===== config.mk =====
export PLATFORM = sky130hd
export DESIGN_NAME = param_updown_counter
export DESIGN_NICKNAME = d
export VERILOG_FILES = /design/src/rtl/counter_pkg.sv /design/src/rtl/cnt_prescaler.sv /design/src/rtl/param_updown_counter.sv
export SDC_FILE = /design/constraint.sdc
export NUM_CORES = 1
export LEC_CHECK = 0
export ABC_AREA = 1
export CORE_MARGIN = 4
export CORE_UTILIZATION = 35
export DETAILED_ROUTE_END_ITERATION = 16
export PLACE_DENSITY = 0.71
export SETUP_SLACK_MARGIN = 0.3
export SYNTH_ARGS = -nofsm -noshare
export SYNTH_HDL_FRONTEND = slang
export SYNTH_HIERARCHICAL = 1
export SYNTH_SLANG_ARGS = --single-unit

===== constraint.sdc =====
create_clock -name clk -period 4.05 [get_ports clk]
set_input_delay 0.81 -clock clk [delete_from_list [all_inputs] [get_ports clk]]
set_output_delay 0.81 -clock clk [all_outputs]
set_load 0.02 [all_outputs]

===== src/rtl/counter_pkg.sv =====
// counter_pkg: shared counting types and the next-count helper used by counters and timers.
// Values are carried in 33 bits so any WIDTH up to 32 gets its WIDTH+1-bit intermediate.
package counter_pkg;
    typedef enum logic [0:0] {CNT_WRAP = 1'b0, CNT_SAT = 1'b1} cnt_mode_e;
    localparam logic CNT_DIR_UP = 1'b1;
    localparam logic CNT_DIR_DOWN = 1'b0;
    localparam int CNT_XW = 33;
    typedef struct packed {
        logic ev;
        logic [CNT_XW-1:0] value;
    } cnt_res_t;
    function automatic cnt_res_t next_count(
        input logic [CNT_XW-1:0] count,
        input logic [CNT_XW-1:0] step,
        input logic dir,
        input cnt_mode_e mode,
        input logic [CNT_XW-1:0] max
    );
        cnt_res_t r;
        logic [CNT_XW-1:0] sum;
        sum = count + step;
        if (dir == CNT_DIR_UP) begin
            r.ev = sum > max;
            r.value = !r.ev ? sum : (mode == CNT_SAT) ? max : sum - max - 1'b1;
        end else begin
            r.ev = step > count;
            r.value = !r.ev ? count - step : (mode == CNT_SAT) ? '0 : count + max + 1'b1 - step;
        end
        return r;
    endfunction
endpackage


===== src/rtl/cnt_prescaler.sv =====
// cnt_prescaler: counts enabled cycles 0..PRESCALE-1 and ticks on the last one.
// clear restarts the phase; a deasserted enable holds it.
module cnt_prescaler #(
    parameter int PRESCALE = 4
) (
    input  logic clk,
    input  logic reset,
    input  logic enable,
    input  logic clear,
    output logic tick
);
    localparam int PW = (PRESCALE > 1) ? $clog2(PRESCALE) : 1;
    logic [PW-1:0] cnt_q, cnt_d;
    always_comb begin
        tick = enable && (cnt_q == PW'(PRESCALE - 1));
        cnt_d = clear ? '0 : !enable ? cnt_q : tick ? '0 : cnt_q + 1'b1;
    end
    always_ff @(posedge clk) begin
        if (reset) cnt_q <= '0;
        else cnt_q <= cnt_d;
    end
endmodule


===== src/rtl/param_updown_counter.sv =====
// param_updown_counter: up/down counter with step, load, wrap/saturate and sticky boundary flags.
// Define UPDOWN_CNT_PRESCALE_EN to gate counting with a divide-by-PRESCALE enable.
module param_updown_counter
    import counter_pkg::*;
#(
    parameter int WIDTH = 8,
    parameter int STEP_W = 4,
    parameter logic [32:0] MAX_VAL = (33'd1 << WIDTH) - 33'd1,
    parameter int PRESCALE = 4
) (
    input  logic              clk,
    input  logic              reset,
    input  logic              enable,
    input  logic              up_dn,
    input  logic [STEP_W-1:0] step,
    input  logic              sat_mode,
    input  logic              load,
    input  logic [WIDTH-1:0]  load_val,
    input  logic              clr_flags,
    output logic [WIDTH-1:0]  count_out,
    output logic              overflow_out,
    output logic              underflow_out,
    output logic              wrap_pulse,
    output logic              tc
);
    localparam logic [WIDTH-1:0] MAX_W = WIDTH'(MAX_VAL);
    logic [WIDTH-1:0] count_q, count_d;
    logic ovf_q, ovf_d, udf_q, udf_d, pulse_q, pulse_d;
    logic tick, do_cnt, ev;
    cnt_res_t res;
`ifdef UPDOWN_CNT_PRESCALE_EN
    cnt_prescaler #(.PRESCALE(PRESCALE)) u_pre (
        .clk(clk), .reset(reset), .enable(enable), .clear(load), .tick(tick)
    );
`else
    assign tick = enable;
`endif
    always_comb begin
        res = next_count(CNT_XW'(count_q), CNT_XW'(step), up_dn, cnt_mode_e'(sat_mode), MAX_VAL);
        do_cnt = tick && (step != '0);
        ev = !load && do_cnt && res.ev;
        count_d = load ? ((load_val > MAX_W) ? MAX_W : load_val) : do_cnt ? WIDTH'(res.value) : count_q;
        // an event on the same edge as clr_flags keeps its flag set
        ovf_d = (ev && up_dn == CNT_DIR_UP) || (ovf_q && !clr_flags);
        udf_d = (ev && up_dn == CNT_DIR_DOWN) || (udf_q && !clr_flags);
        pulse_d = ev;
    end
    always_ff @(posedge clk) begin
        if (reset) begin
            count_q <= '0;
            ovf_q <= 1'b0;
            udf_q <= 1'b0;
            pulse_q <= 1'b0;
        end else begin
            count_q <= count_d;
            ovf_q <= ovf_d;
            udf_q <= udf_d;
            pulse_q <= pulse_d;
        end
    end
    assign count_out = count_q;
    assign overflow_out = ovf_q;
    assign underflow_out = udf_q;
    assign wrap_pulse = pulse_q;
    assign tc = up_dn ? (count_q == MAX_W) : (count_q == '0);
    a_params: assert property (@(posedge clk)
        WIDTH >= 2 && WIDTH <= 32 && STEP_W <= WIDTH && MAX_VAL >= 1 && PRESCALE >= 1);
    a_step_range: assert property (@(posedge clk) disable iff (reset)
        !(enable && !load && (CNT_XW'(step) > MAX_VAL + 33'd1)));
endmodule

==> flow_summary.ini, run 1 <==
[placement]
portBuffers = 30
finalWeightedCongestion = 0.9627
dpl.hpwl_um = 3240

[worst_setup_path]
end_kind = output port
cp.arrival_ps = 2520
rr_endpoint = count_out[6]
start_kind = primary input
critPathKind = primary input to output port
regToRegSetupSlack_ps = 1470
critPathMaxFanout = 2
worstReg2RegStart = count_out[0]
ff2ff_path_depth = 16
worstPathRequired_ps = 3240

[clock_tree]
cts_resized = 0
hold_buffers = 0
numCtsBuffers = 3
worstSkewPairLatency_ps = 240
clk_pin_slew_ps = 50
cts_tree = done
clock_path_buffers = 2
cts_sinks = 11
ctsHtreeMaxLevel = 1
cts-root-buf = clkbuf_8
cts_setup_buffers = 0

[cells_and_area]
areaGrowthSynthToFinish_pct = 28.48
drive_gt1_share_pct = 8.059
n_fill_cell = 418
mostFrequentLayoutCells = 78 x nand2_1, 32 x inv_1, 30 x clkdlybuf4s50_1
final_common_cell = nand2_1
antenna_cells = 0
final_nets = 304

[detailed_routing]
wl_per_cell_um = 12.67
ant_nets = 0
via_per_inst = 5.050
remaining_drc_errors = 0
dr.first_iter.drc_count = 137
wl_um = 4068
first_pass_iters = 4
vias = 1621

[floorplan]
die_w_um = 71.08
core_area_sq_um = 3744
boundaryPins = 31
die_area_sq_um = 5052
start_util_pct = 37.20
die_h_um = 71.08
num_rows = 22

[yosys]
yosysSeqAreaShare_pct = 15.81
yosys.area.top_type = nand2_1
syn_nets = 271
ys_ff_latch = 11
synth_cells = 241
synthTopCellsByArea = nand2_1 21%, dfxtp_1 16%, inv_1 8.6%
ys_types = 28
synth.avg_cell_area_sq_um = 5.778
synth_area_sq_um = 1393
yosysWarnings = 6
synth_top_area_share_pct = 21.02

[global_routing]
grt_pass1_vias = 1547
antenna_found_initial = 0
grt_pass1_wl_um = 6858
grt.overflow.total = 0
grt_max_degree = 13
track_usage_pct = 16.39

[min_path]
min-delay-start = overflow_out
hold_path_depth = 2
hold_class = register to register
min_to = overflow_out

[timing]
slew_headroom_pct = 62.13
worst_pin_slew_ps = 560.8
finalSetupViolCount = 0
tns_ps = 0
fin_worst_skew_ps = 1.263
drv_slew = 0
min_period_ps = 3333
whs_ps = 467.7
fmax_mhz = 300.0
period_share_pct = 82.30
finalHoldViolCount = 0
grt_setup_unrepaired = false

[run]
cap_violations = 0

[pwr]
max-vdd-ir-drop_mv = 0.1905
p_per_area_nw_per_um2 = 272.6
leakagePower_nw = 0.8350

[status]
status = complete, no violations
[worst max-delay path by stage]
stage	from	to	slack [ps]
CTS	up_dn	tc	700
detailed placement	step[0]	count_out[6]	580
finish	up_dn	tc	720
global route	step[0]	count_out[6]	500
floorplan	step[0]	count_out[4]	1290
global placement	step[0]	count_out[6]	700
[metrics by stage]
stage	total power, mW	cells	util [%]	cell area, sq um	worst slack, ps
final	0.4877	321	47.79	1789	717.0
after global routing	0.5251	321	47.79	1789	500.1
after detailed placement	0.3708	317	46.59	1744	583.4
after global placement	0.3683	317	46.59	1744	698.0
after CTS	0.4870	321	47.79	1789	702.4
after floorplan	0.2954	241	-	1393	1289
[kinds of logic after synthesis]
logic type               share of synthesized area, %
AO/OA/AOI/OAI                                   19.68
AND/OR/NAND/NOR                                 39.89
adder cells (fa/ha/maj)                         10.96
buffers and inverters                           11.14
XOR/XNOR                                        2.515
flip-flops                                      15.81
[critical path, stage by stage]
cell and delay (ps):
clkdlybuf4s50_1 470, nor4_1 190, nand3_1 100, o32ai_1 280, clkdlybuf4s50_1 670
[registers in the layout, indices dropped and copies added, names as in the netlist]
register / cells
wrap_pulse: 1
overflow_out: 1
underflow_out: 1
count_out: 8
[area by class of cell]
cell class	count	area, sq um	area share [%]
Tap cell	48	60.06	3.357
Multi-Input combinational cell	190	1017	56.85
Sequential cell	11	220.2	12.31
Inverter	37	138.9	7.762
Timing Repair Buffer	31	307.8	17.20
Clock buffer	4	45.04	2.517
[cells in the mapped netlist]
cell / instances
o221ai_1: 3
ha_1: 9
fa_1: 2
nand2_1: 78
nand3_1: 15
nor2_2: 1
inv_2: 5
nand3_2: 2
buf_2: 1
nor2_4: 1
o32ai_1: 1
nand2_2: 4
a21oi_2: 4
a31oi_1: 2
nand4_1: 4
o41ai_1: 1
buf_1: 1
nor4_1: 1
o21ai_0: 12
o21ai_1: 1
nor2_1: 22
xor2_1: 4
buf_4: 1
nand2_4: 1
inv_1: 32
o211ai_1: 3
dfxtp_1: 11
a21oi_1: 19
[per-layer routing]
layer | wire length (um) | GRT usage [%] | up-vias
li1 | - | - | 848
met5 | 0 | 0 | -
met4 | 47 | 4.384 | 0
met3 | 225 | 2.131 | 5
met1 | 1900 | 21.68 | 709
met2 | 1895 | 27.91 | 59
[report_power, final]
part | switching [mW] | leakage, nW | internal [mW] | total [mW]
sequential | 0.0154 | 0.0907 | 0.117 | 0.132
clock | 0.0454 | 0.0228 | 0.0694 | 0.115
combinational | 0.146 | 0.722 | 0.0945 | 0.241
total | 0.207 | 0.835 | 0.280 | 0.488
Power figures use the tool's default switching activity.
==> run 2, diff against run 1 <==
==> constraint.sdc (replaced) <==
create_clock -name clk -period 3.1 [get_ports clk]
set_input_delay 0.62 -clock clk [delete_from_list [all_inputs] [get_ports clk]]
set_output_delay 0.62 -clock clk [all_outputs]
set_load 0.02 [all_outputs]
==> flow_summary.ini, run 2 (synthesis gave the netlist of run 1 again) <==
[status]
status = complete, no violations

[pwr]
max-vdd-ir-drop_mv = 0.2364
p_per_area_nw_per_um2 = 346.9
leakagePower_nw = 0.9164
share_comb_of_total_power_pct = 53.6
power.switching_mw = 0.2961
internal_power_mw = 0.3985
pwr-share-clk_pct = 21.4
swShare_pct = 42.63
seqPwrFrac_pct = 25.0

[floorplan]
num_rows = 22
die_w_um = 71.08
die_area_sq_um = 5052
boundaryPins = 31
start_util_pct = 37.20
core_area_sq_um = 3744
die_h_um = 71.08

[global_routing]
grt.overflow.total = 0
track_usage_pct = 16.35
grt_max_degree = 13
grt_pass1_vias = 1546
antenna_found_initial = 0
grt_pass1_wl_um = 6824

[cells_and_area]
largest_register_ffs = 8
final_core_util_pct = 53.48
areaGrowthSynthToFinish_pct = 43.76
final_nets = 317
antenna_cells = 0
mostFrequentLayoutCells = 72 x nand2_1, 30 x inv_1, 27 x clkdlybuf4s50_1
final_common_cell = nand2_1
drive_gt1_share_pct = 19.58

[worst_setup_path]
worstReg2RegStart = count_out[0]
worstPathRequired_ps = 3220
cp.arrival_ps = 2770
regToRegSetupSlack_ps = 550
crit_slowest_cell = clkdlybuf4s50_1
ff2ff_path_depth = 14
start_kind = primary input
critPathMaxFanout = 7
critPathKind = primary input to register
end_kind = register
timing.critical_path.mode_cell = nand2_1
slowest_delay_ps = 510
path_cells = clkdlybuf4s50_1 -> inv_1 -> ha_4 -> inv_2 -> nand3_1 -> nand2_1 -> nand2_1 -> nand2_4 -> inv_2 -> nand2_2 -> nand2_2 -> nor2_2 -> nand2_1 -> nand2_1 -> nand3_1 -> nand2_1 -> nand2_1 -> nand2_1 -> a21oi_2
rr_endpoint = count_out[5]

[detailed_routing]
via_per_inst = 5.042
wl_per_cell_um = 12.82
ant_nets = 0
dr.first_iter.drc_count = 121
remaining_drc_errors = 0
first_pass_iters = 5
wl_um = 4282
vias = 1684

[timing]
slew_headroom_pct = 62.88
min_period_ps = 2651
worst_pin_slew_ps = 549.6
drv_slew = 0
grt_setup_unrepaired = false
fmax_mhz = 377.2
fin_worst_skew_ps = 2.986
period_share_pct = 85.53
finalSetupViolCount = 0
finalHoldViolCount = 0
layout_setup_ws_ps = 448.6

[placement]
finalWeightedCongestion = 0.8950
dpl.hpwl_um = 3248
dp_slack_ps = -72.61
portBuffers = 30

[min_path]
hold_class = register to register
min-delay-start = underflow_out
hold_path_depth = 2
min_to = underflow_out

[clock_tree]
cts-root-buf = clkbuf_8
cts_tree = done
clock_path_buffers = 2
hold_buffers = 0
worstSkewPairLatency_ps = 240
ctsHtreeMaxLevel = 1
numCtsBuffers = 3
clk_pin_slew_ps = 50
cts_sinks = 11

[run]
cap_violations = 0
run 2: changes by cell type in the layout (fill, tap and decap cells not counted), moves of 3 or more:
cell             delta
buf_4              +13
ha_1                -4
nor2_1              -4
nand2_1             -6
o21ai_0             -4
o21ai_1             +4
clkdlybuf4s50_1     -3
nand2_2             +5
run 2: worst max path at each step:
| stage | to | slack [ps] | from |
|---|---|---|---|
| floorplan | count_out[4] | 530 | step[0] |
| global route | count_out[6] | 260 | step[0] |
| finish | count_out[6] | 450 | step[2] |
| global placement | count_out[6] | -4 | step[0] |
| CTS | count_out[6] | 310 | step[1] |
| detailed placement | count_out[6] | -70 | step[0] |
run 2: per-layer routing:
layer | global-route usage, % | vias up | share of wire, %
li1 | - | 873 | -
met1 | 22.41 | 754 | 44
met2 | 26.98 | 55 | 49
met3 | 2.841 | 2 | 6.4
met4 | 3.132 | 0 | 0.56
met5 | 0 | - | 0
run 2: cell type report:
class                           count  area, sq um
Multi-Input combinational cell    190         1131
Sequential cell                    11        220.2
Clock buffer                        4        45.04
Fill cell                         393         1742
Inverter                           37        138.9
Timing Repair Buffer               44        406.6
Tap cell                           48        60.06
run 2: metrics by stage:
stage	setup TNS, ps	power [mW]	cells	hold WS (ps)	instance area [sq um]
after floorplan	0	0.3859	241	540.1	1393
after global placement	-4.096	0.4952	327	455.7	1819
after detailed placement	-209.0	0.4983	327	455.3	1819
after CTS	0	0.6603	333	464.4	1901
after global routing	0	0.7467	334	490.0	2002
final	0	0.6945	334	463.4	2002
run 2: power by group through the flow:
stage,combinational [mW],clock (mW),sequential (mW)
6_report,0.372,0.149,0.174
5_1_grt,0.414,0.157,0.176
4_1_cts,0.337,0.151,0.172
3_5_place_dp,0.323,0,0.175
3_3_place_gp,0.321,0,0.175
2_1_floorplan,0.205,0,0.181
run 2: worst max-delay path, delay by kind of cell:
family	cells	cell delay (ps)
adder cells (fa/ha/maj)	1	270
AND/OR/NAND/NOR	13	1070
buffers and inverters	4	760
AO/OA/AOI/OAI	1	50
run 2: timing repair:
item | in CTS | in global routing
resized for setup | 12 | 24
buffers inserted | 2 | 1
setup endpoints to repair | 6 | 9
pin swaps | 7 | 14
==> run 3, diff against run 2 <==
--- a/config.mk
+++ b/config.mk
@@ -9,6 +9,7 @@
 export CORE_MARGIN = 4
 export CORE_UTILIZATION = 35
 export DETAILED_ROUTE_END_ITERATION = 16
+export GPL_ROUTABILITY_DRIVEN = 0
 export PLACE_DENSITY = 0.71
 export SETUP_SLACK_MARGIN = 0.3
 export SYNTH_ARGS = -nofsm -noshare
==> results of run 3 <==
The final DEF is identical to that of run 2; final timing and power are the same.
